### src/rtl/fetch_stage_if.sv
// Fetch-stage bus bundle: instruction-memory request/response channel,
// EX/MEM redirect, decode stall and the IF/ID register outputs.
//   master : fetch stage side (drives imem_req/imem_addr and IF/ID)
//   slave  : environment side (memory, EX/MEM redirect, decode)
interface fetch_stage_if;
  logic        imem_req;
  logic [63:0] imem_addr;
  logic        imem_ready;
  logic        imem_rvalid;
  logic [31:0] imem_rdata;
  logic        redirect;
  logic [63:0] redirect_pc;
  logic        id_stall;
  logic        ifid_valid;
  logic [63:0] ifid_pc;
  logic [31:0] ifid_instr;

  modport master (
    output imem_req, imem_addr, ifid_valid, ifid_pc, ifid_instr,
    input  imem_ready, imem_rvalid, imem_rdata, redirect, redirect_pc, id_stall
  );

  modport slave (
    input  imem_req, imem_addr, ifid_valid, ifid_pc, ifid_instr,
    output imem_ready, imem_rvalid, imem_rdata, redirect, redirect_pc, id_stall
  );
endinterface

### src/rtl/fetch_stage.sv
// Instruction fetch stage: owns the fetch PC, keeps one request outstanding
// to a variable-latency instruction memory, buffers returned words in a
// small FIFO and feeds the IF/ID register. A taken-branch redirect flushes
// everything and restarts fetch at redirect_pc.
// Ports:
//   clk  : rising-edge clock
//   rst  : synchronous active-high reset
//   bus  : fetch_stage_if.master (imem channel, redirect, id_stall, IF/ID)
module fetch_stage #(
  parameter logic [63:0] RESET_PC   = 64'h0,
  parameter int unsigned FIFO_DEPTH = 2
) (
  input logic           clk,
  input logic           rst,
  fetch_stage_if.master bus
);

  localparam int unsigned PTR_W = $clog2(FIFO_DEPTH);
  localparam int unsigned CNT_W = $clog2(FIFO_DEPTH) + 1;

  typedef struct packed {
    logic [63:0] pc;
    logic [31:0] instr;
  } fifo_entry_t;

  typedef enum logic [1:0] {S_IDLE, S_WAIT, S_DISCARD} state_t;

  state_t             state_q;
  logic [63:0]        fetch_pc_q;
  logic [63:0]        tag_q;
  fifo_entry_t        fifo_q [FIFO_DEPTH];
  logic [PTR_W-1:0]   rd_ptr_q;
  logic [PTR_W-1:0]   wr_ptr_q;
  logic [CNT_W-1:0]   count_q;
  logic [CNT_W-1:0]   count_d;
  logic               ifid_valid_q;
  logic [63:0]        ifid_pc_q;
  logic [31:0]        ifid_instr_q;

  logic               wr_c;
  logic               pop_c;
  logic               space_c;
  logic               fsm_ok_c;
  logic               req_c;
  logic               accept_c;
  fifo_entry_t        head_c;

  // Occupancy after this cycle's push/pop decides whether a new request
  // can be launched without risking a response with nowhere to go.
  always_comb begin
    wr_c     = (state_q == S_WAIT) && bus.imem_rvalid && !bus.redirect;
    pop_c    = (count_q != '0) && !bus.id_stall && !bus.redirect;
    count_d  = count_q + CNT_W'(wr_c) - CNT_W'(pop_c);
    space_c  = count_d < CNT_W'(FIFO_DEPTH);
    fsm_ok_c = (state_q == S_IDLE) || bus.imem_rvalid;
    req_c    = !rst && !bus.redirect && space_c && fsm_ok_c;
    accept_c = req_c && bus.imem_ready;
    head_c   = fifo_q[rd_ptr_q];
  end

  assign bus.imem_req   = req_c;
  assign bus.imem_addr  = fetch_pc_q;
  assign bus.ifid_valid = ifid_valid_q;
  assign bus.ifid_pc    = ifid_pc_q;
  assign bus.ifid_instr = ifid_instr_q;

  // FIFO storage; contents are qualified by count_q so they need no reset.
  always_ff @(posedge clk) begin
    if (wr_c) begin
      fifo_q[wr_ptr_q] <= '{pc: tag_q, instr: bus.imem_rdata};
    end
  end

  // Request FSM, fetch PC, FIFO pointers and IF/ID register.
  always_ff @(posedge clk) begin
    if (rst) begin
      state_q      <= S_IDLE;
      fetch_pc_q   <= RESET_PC;
      tag_q        <= '0;
      rd_ptr_q     <= '0;
      wr_ptr_q     <= '0;
      count_q      <= '0;
      ifid_valid_q <= 1'b0;
      ifid_pc_q    <= '0;
      ifid_instr_q <= '0;
    end else begin
      if (bus.redirect) begin
        fetch_pc_q <= bus.redirect_pc;
      end else if (accept_c) begin
        fetch_pc_q <= fetch_pc_q + 64'd4;
      end

      if (accept_c) begin
        tag_q <= fetch_pc_q;
      end

      unique case (state_q)
        S_IDLE: begin
          if (accept_c) state_q <= S_WAIT;
        end
        S_WAIT: begin
          // A redirect racing the response drops it outright; otherwise the
          // response is still owed and must be swallowed in DISCARD.
          if (bus.redirect) begin
            state_q <= bus.imem_rvalid ? S_IDLE : S_DISCARD;
          end else if (bus.imem_rvalid) begin
            state_q <= accept_c ? S_WAIT : S_IDLE;
          end
        end
        S_DISCARD: begin
          if (bus.imem_rvalid) begin
            state_q <= accept_c ? S_WAIT : S_IDLE;
          end
        end
        default: state_q <= S_IDLE;
      endcase

      if (bus.redirect) begin
        rd_ptr_q <= '0;
        wr_ptr_q <= '0;
        count_q  <= '0;
      end else begin
        if (wr_c)  wr_ptr_q <= wr_ptr_q + PTR_W'(1);
        if (pop_c) rd_ptr_q <= rd_ptr_q + PTR_W'(1);
        count_q <= count_d;
      end

      if (bus.redirect) begin
        ifid_valid_q <= 1'b0;
      end else if (bus.id_stall) begin
        ifid_valid_q <= ifid_valid_q;
      end else if (count_q != '0) begin
        ifid_valid_q <= 1'b1;
        ifid_pc_q    <= head_c.pc;
        ifid_instr_q <= head_c.instr;
      end else begin
        ifid_valid_q <= 1'b0;
      end
    end
  end

endmodule
### src/flat_wrapper.sv
// flat-port wrapper written by rule: the top's interface ports become plain ports
module fetch_stage_flat 
#(
  parameter logic [63:0] RESET_PC   = 64'h0,
  parameter int unsigned FIFO_DEPTH = 2
)
  (clk, rst, bus_imem_req, bus_imem_addr, bus_ifid_valid, bus_ifid_pc, bus_ifid_instr, bus_imem_ready, bus_imem_rvalid, bus_imem_rdata, bus_redirect, bus_redirect_pc, bus_id_stall);
  fetch_stage_if bus_i ();
  input logic clk;
  input logic rst;
  output wire logic [$bits(bus_i.imem_req)-1:0] bus_imem_req;
  output wire logic [$bits(bus_i.imem_addr)-1:0] bus_imem_addr;
  output wire logic [$bits(bus_i.ifid_valid)-1:0] bus_ifid_valid;
  output wire logic [$bits(bus_i.ifid_pc)-1:0] bus_ifid_pc;
  output wire logic [$bits(bus_i.ifid_instr)-1:0] bus_ifid_instr;
  input wire logic [$bits(bus_i.imem_ready)-1:0] bus_imem_ready;
  input wire logic [$bits(bus_i.imem_rvalid)-1:0] bus_imem_rvalid;
  input wire logic [$bits(bus_i.imem_rdata)-1:0] bus_imem_rdata;
  input wire logic [$bits(bus_i.redirect)-1:0] bus_redirect;
  input wire logic [$bits(bus_i.redirect_pc)-1:0] bus_redirect_pc;
  input wire logic [$bits(bus_i.id_stall)-1:0] bus_id_stall;
  assign bus_imem_req = bus_i.imem_req;
  assign bus_imem_addr = bus_i.imem_addr;
  assign bus_ifid_valid = bus_i.ifid_valid;
  assign bus_ifid_pc = bus_i.ifid_pc;
  assign bus_ifid_instr = bus_i.ifid_instr;
  assign bus_i.imem_ready = bus_imem_ready;
  assign bus_i.imem_rvalid = bus_imem_rvalid;
  assign bus_i.imem_rdata = bus_imem_rdata;
  assign bus_i.redirect = bus_redirect;
  assign bus_i.redirect_pc = bus_redirect_pc;
  assign bus_i.id_stall = bus_id_stall;
  fetch_stage #(.RESET_PC(RESET_PC), .FIFO_DEPTH(FIFO_DEPTH)) u_core (.clk(clk), .rst(rst), .bus(bus_i));
endmodule
### config.mk
export PLATFORM = sky130hd
export DESIGN_NAME = fetch_stage_flat
export DESIGN_NICKNAME = d
export VERILOG_FILES = /design/src/rtl/fetch_stage_if.sv /design/src/rtl/fetch_stage.sv /design/src/flat_wrapper.sv
export SDC_FILE = /design/constraint.sdc
export NUM_CORES = 1
export LEC_CHECK = 0
export BUFFER_PORTS_ARGS = -buffer_cell sky130_fd_sc_hd__buf_2
export CORE_AREA = 2 2 244 174
export DETAILED_ROUTE_END_ITERATION = 12
export DIE_AREA = 0 0 246 176
export GPL_TIMING_DRIVEN = 0
export PLACE_DENSITY = 0.64
export SYNTH_ARGS = -nofsm -noshare
export SYNTH_HDL_FRONTEND = slang
export SYNTH_SLANG_ARGS = --single-unit
export TNS_END_PERCENT = 5
### constraint.sdc
create_clock -name clk -period 5.8 [get_ports clk]
set_clock_uncertainty 0.1 [all_clocks]
set_input_delay 0 -clock clk [delete_from_list [all_inputs] [get_ports clk]]
set_output_delay 0 -clock clk [all_outputs]
set_load 0.005 [all_outputs]
After elaboration in Yosys (flattened, before gate mapping)
Memories as Yosys holds them, arrays and structs flattened. A register that Yosys moved wholly into a read port is not among the register bits.
Index checks and enable logic that the tools add are counted.
Widths: inputs -> output; s select.
{"block": "totals", "reg_bits": 135, "latch_bits": 0, "ramBits": 192, "romBits": 0, "inputBits": 102, "output_inout_bits": 162, "word_cells": 47, "n_memories": 1}
{"name": "u_core.fifo_q", "depth": 2, "width": 96, "rd": 1, "rd_clocked_by_memory_dff": 1, "wr": 1, "line_no": "fetch_stage.sv:31", "text": "fifo_entry_t fifo_q [FIFO_DEPTH];"}
{"block": "op_classes", "n_addsub": 5, "multipliers": 0, "div_mod_pow": 0, "order_cmp": 1, "eq_ne": 3, "shifts": 0, "muxes": 11, "bitwise_logic": 2, "n_reduce_logical": 17}
{"op": "$mux 64", "count": 2}
{"op": "$add 64x3->64 const B", "count": 1}
{"op": "$logic_and 1x1->1", "count": 8}
{"op": "$mux 2", "count": 4}
{"op": "$pmux 2 s3", "count": 1}
{"op": "$mux 1", "count": 4}
{"op": "$reduce_bool 2->1", "count": 2}
{"op": "$logic_not 1->1", "count": 3}
{"op": "$reduce_and 3->1", "count": 1}
{"op": "$add 1x1->1 const B", "count": 2}
{"op": "$add 2x1->2", "count": 1}
{"op": "$eq 2x1->1 const B", "count": 1}
{"op": "$eq 2x2->1 const B", "count": 1}
{"op": "$logic_not 2->1", "count": 1}
{"op": "$lt 2x2->1 const B", "count": 1}
{"op": "$ne 2x1->1 const B", "count": 1}
{"op": "$not 1->1", "count": 2}
{"op": "$reduce_or 2->1", "count": 1}
{"op": "$sub 2x1->2", "count": 1}
{"op": "$logic_or 1x1->1", "count": 1}

Logic depth before layout (Yosys ltp)
{"block": "logic_depth", "word_depth": 13, "ltp_mapped": 15, "mapped_depth_nobuf": 11}

Worst setup path after synthesis
Ideal clock, no wire load.
{"block": "synth_path", "kind": "register to register", "from": "reg u_core.state_q[0]", "to": "mem u_core.fifo_q[0][0] in the netlist's numbering, enable pin", "setup_time_ns": 0.563, "t_arrival_ns": 5.137, "t_required_ns": 5.137, "path_slack_ns": 0.000, "path_stages_with_launch": 3, "path_buffers": 0, "period_less_slack_ns": 5.800, "path_cell_list": "dfxtp_1 -> nor4bb_1 -> nor2b_1"}
{"block": "synth_via", "elab_chain_len": 5}
{"item": "from (decl)", "line_no": "fetch_stage.sv:28", "text": "state_t state_q;"}
{"item": "from (signal assigned)", "line_no": "fetch_stage.sv:105", "text": "state_q <= bus.imem_rvalid ? S_IDLE : S_DISCARD;"}
{"item": "from (signal assigned)", "line_no": "fetch_stage.sv:107", "text": "state_q <= accept_c ? S_WAIT : S_IDLE;"}
{"item": "from (signal assigned)", "line_no": "fetch_stage.sv:112", "text": "state_q <= accept_c ? S_WAIT : S_IDLE;"}
{"item": "$eq 2x1->1", "line_no": "fetch_stage.sv:51", "text": "wr_c = (state_q == S_WAIT) && bus.imem_rvalid && !bus.redirect;"}
{"item": "$logic_and 1x1->1 (2 in a row)", "line_no": "fetch_stage.sv:51"}
{"item": "named net u_core.wr_c", "line_no": "fetch_stage.sv:40", "text": "logic wr_c;"}
{"item": "$mux 1", "line_no": "fetch_stage.sv:69", "text": "if (wr_c) begin"}
{"item": "$mux 1 (implied by the code)", "line_no": "fetch_stage.sv:70", "text": "fifo_q[wr_ptr_q] <= '{pc: tag_q, instr: bus.imem_rdata};"}
{"item": "to (decl)", "line_no": "fetch_stage.sv:31"}
The timed path passes the listed nets, and every way through them passes these cells.

Final worst setup path
{"block": "layout_path", "from": "reg u_core.count_q[1]", "to": "reg u_core.fetch_pc_q[42] (netlist: u_core.bus.imem_addr[42])"}
{"block": "layout_via", "elab_chain_len": 9, "word_cells_on_any_way": 10, "classes_between": "add/sub: 2; order compare: 1; reduce/logical: 7"}
{"item": "from (decl)", "line_no": "fetch_stage.sv:34", "text": "logic [CNT_W-1:0] count_q;"}
{"item": "from (signal assigned)", "line_no": "fetch_stage.sv:125", "text": "count_q <= count_d;"}
{"item": "$reduce_bool 2->1", "line_no": "fetch_stage.sv:52", "text": "pop_c = (count_q != '0) && !bus.id_stall && !bus.redirect;"}
{"item": "$logic_and 1x1->1 (2 in a row)", "line_no": "fetch_stage.sv:52"}
{"item": "named net u_core.pop_c", "line_no": "fetch_stage.sv:41", "text": "logic pop_c;"}
{"item": "$sub 2x1->2", "line_no": "fetch_stage.sv:53", "text": "count_d = count_q + CNT_W'(wr_c) - CNT_W'(pop_c);"}
{"item": "$lt 2x2->1", "line_no": "fetch_stage.sv:54", "text": "space_c = count_d < CNT_W'(FIFO_DEPTH);"}
{"item": "$logic_and 1x1->1 (2 in a row)", "line_no": "fetch_stage.sv:56", "text": "req_c = !rst && !bus.redirect && space_c && fsm_ok_c;"}
{"item": "$logic_and 1x1->1", "line_no": "fetch_stage.sv:57", "text": "accept_c = req_c && bus.imem_ready;"}
{"item": "$reduce_bool 2->1 (no line)"}
{"item": "to (signal assigned)", "line_no": "fetch_stage.sv:88", "text": "fetch_pc_q <= bus.redirect_pc;"}
{"item": "to (signal assigned)", "line_no": "fetch_stage.sv:90", "text": "fetch_pc_q <= fetch_pc_q + 64'd4;"}
{"item": "to (decl)", "line_no": "fetch_stage.sv:29", "text": "logic [63:0] fetch_pc_q;"}
The timed path passes the listed nets, and every way through them passes these cells.
A chain may end at the register's enable or synchronous reset.

==> metrics.txt <==
DR pass1 iterations=5; Worst Reg2Reg Path Length in Cells=13; kind of critical path=reg2reg; Ys Warns=0; Lkg Pwr=0.007369 uW; Comb pwr share=about 5.3%; drt wl/cell=between 20 and 25 um; r2r setup slk=0.42 ns; Storage cell area=0.01039 mm^2; DRC=0; r2r startpoint=u_core.count_q[1]; CP Launch Type=register; hold depth=5; CTS Buf Count=42; fraction of registers with async set/reset=0%; Worst EP required=roughly 6.1 ns; Synth Register Bits=423; Root Buffer=clkbuf_16; initial antenna violation count=2; largest net degree at the start of global routing=52; Synthesized Nets=1545; status=finished clean; CTS tree=built; Seq/Total Area, Yosys=63.95%; pwr/cell area=between 300 and 400 mW/mm^2; CTS Buffer Depth=3; GRT overflow=0; Rel. slew slack=20.63%; starting density of the core=39.90%; Post-layout nets=1953; multi-input logic area=between 0.005 and 0.006 mm^2; RePlAce Congestion=about 0.9; # rows=62; post-CTS sizing=0; die area=0.04330 mm^2; first-pass GRT wire length=74070 um; CTS Hold Bufs=99; crit path DAT=5.72 ns; final core utilization=50.80%; Worst-Skew Late Latency=0.55 ns; Area after DPL=approximately 0.018 mm^2; Clock Power Share=43.3%; design area=0.02069 mm^2; Routed Wire Length=~50000 um; switching pwr=1407 uW; slew at the pin with the worst max-slew slack=1.190 ns; Slew Viols, Final=0; Synth-to-Final Area Change=27.33%; max_cap viols=0; Main synth FF type=dfxtp_1; Post-synth EDFFs=between 150 and 200; GRT Util Overall=22.53%; peak supply drop=around 220 uV; share of cells above drive strength 1=between 15 and 20%; Sink Count=423; fin crit share=between 90% and 100%; TNS Setup=0 ns; Hold Path End=u_core.bus.imem_addr[60]; Synth Instances=roughly 1400; Die H=176 um; chip width=roughly 250 um; Finish-stage setup viols=0; Reg power frac=51.4%; critical path endpoint category=register; via count of the first global-routing pass=12480; CTS clock-pin slew for the worst setup and hold paths=0.07 ns; Reg-to-Reg End=u_core.bus.imem_addr[42]; Vias=12950; final hold vios=0; switching portion of total power=22.59%; total core area=between 0.04 and 0.05 mm^2; H-tree depth=2; HP Start=rst; num ports=264; postcts setup bufs=0; PortBufs=261; Max Clk Rate=between 150 and 200 MHz; Fillers=3694; Post-DP HPWL=35370 um; Syn Std Cell Area=0.01625 mm^2; Worst Hold Class=in2reg; RSZ-0062 raised after global routing=no; Iter 0 DRT Violations=951; Avg Inst Size Synth=11.28 um^2; Final ANT Viol Nets=0; DR vias/cell=5.339; worst-path fanout max=10; Yosys cell types=65; min cycle time layout=5.383 ns; Internal Pwr Total=4822 uW
## stage by stage
step | setup WS (ns) | cells | hold WS [ns] | total power, uW
floorplan | 1.818 | 1440 | -0.02340 | 3372
global placement | -0.1303 | 2245 | 0.08687 | 3531
detailed placement | 0.4631 | 2249 | 0.09169 | 3539
CTS | 0.4182 | 2425 | 0.05192 | 6278
global route | 0.02420 | 2426 | 0.06842 | 6428
finish | 0.4171 | 2426 | 0.07217 | 6230
## synth_stat cells (all sizes together) (6+ instances only)
cell | n | area, um^2
dfxtp | 231 | 4624
nand3 | 34 | 187.7
buf | 24 | 115.1
xor2 | 8 | 70.07
nand2 | 186 | 698.2
o22ai | 7 | 43.79
mux2 | 7 | 78.83
a211oi | 96 | 720.7
a31oi | 18 | 112.6
or4 | 8 | 67.56
mux2i | 103 | 1031
a22oi | 7 | 52.55
clkbuf | 78 | 292.8
nor2 | 142 | 533.0
nor4 | 11 | 81.32
nor3 | 15 | 85.08
a21oi | 113 | 569.3
nand4 | 24 | 156.4
edfxtp | 192 | 5766
a221oi | 6 | 52.55
o21ai | 24 | 120.1
inv | 11 | 41.29
o311ai | 9 | 78.83
and3 | 21 | 131.4
## power by group through the flow
| stage | clock network, uW | logic (uW) | registers [uW] |
|---|---|---|---|
| finish | 2700 | 329 | 3200 |
| floorplan | 0 | 121 | 3250 |
| global route | 2870 | 355 | 3210 |
| global placement | 0 | 268 | 3260 |
| CTS | 2750 | 327 | 3200 |
| detailed placement | 0 | 274 | 3270 |
## routing by layer
layer	global-route usage [%]	up-vias	part of all wire (%)	routed length, um
li1	-	6115	-	-
met1	31.50	6295	44	21870
met2	34.83	459	45	22170
met3	4.651	83	8.2	4068
met4	7.727	0	3.1	1521
met5	0	-	0	0
## layout make-up
cell class                      count  share of cell area [%]
Sequential cell                   423                   50.22
Multi-Input combinational cell    904                   26.19
Timing Repair Buffer              364                   11.53
Clock buffer                       56                   5.733
Tap cell                          544                   3.290
Buffer                            102                   1.972
Clock inverter                     21                  0.8527
Inverter                           11                  0.1996
Antenna cell                        1                 0.01210
## cells in the final DEF (no fill, tap or decap), types with 13 or more instances in the layout
master	Yosys	routed
clkbuf_1	78	86
clkbuf_16	0	44
a31oi_1	18	18
a211oi_1	96	96
edfxtp_1	192	192
nand3_1	32	32
o21ai_0	24	24
dlygate4sd3_1	0	99
nor2_1	142	142
buf_1	13	13
buf_2	8	269
nand4_1	23	23
mux2i_1	103	103
dfxtp_1	231	231
nand2_1	186	186
a21oi_1	112	112
nor3_1	13	13
and3_1	21	21
## worst max path at each step
| stage | from | cells after the start | slack, ns | to |
|---|---|---|---|---|
| 2_1_floorplan | u_core.state_q[0] | 2 | 1.82 | u_core.fifo_q[0][0] |
| 3_3_place_gp | u_core.state_q[0] | 2 | -0.13 | u_core.fifo_q[0][54] |
| 3_5_place_dp | u_core.count_q[1] | 14 | 0.46 | u_core.tag_q[16] |
| 4_1_cts | u_core.count_q[1] | 13 | 0.42 | u_core.bus.imem_addr[42] |
| 5_1_grt | u_core.count_q[1] | 13 | 0.02 | u_core.bus.imem_addr[42] |
| 6_report | u_core.count_q[1] | 13 | 0.42 | u_core.bus.imem_addr[42] |
## sequential cells by signal, indices dropped and copies added (netlist names)
register	flops
u_core.bus.ifid_instr	32
u_core.bus.ifid_pc	64
u_core.bus.ifid_valid	1
u_core.bus.imem_addr	64
u_core.count_q	2
u_core.fifo_q	192
u_core.rd_ptr_q	1
u_core.state_q	2
u_core.tag_q	64
u_core.wr_ptr_q	1
## cells by family after synthesis
family,after synthesis,synth area share (%)
simple gates,476,13.55
flops,423,63.95
compound gates,304,12.00
buf+inv,113,2.765
mux,110,6.830
xor+xnor,11,0.6777
fa+ha+maj,3,0.2310
## critical path: stages (launching register included)
cell and delay (ns):
dfxtp_1 0.35, o21bai_1 0.14, nor2_1 0.24, clkbuf_1 0.87
clkbuf_1 0.60, ha_1 0.34, inv_1 0.06, ha_1 0.14
xnor3_1 0.20, nand4_1 0.45, nor4_2 0.69, a2111oi_0 0.21
a211o_1 0.31, dlygate4sd3_1 0.56
No activity file was read; power rests on OpenSTA's default activity.
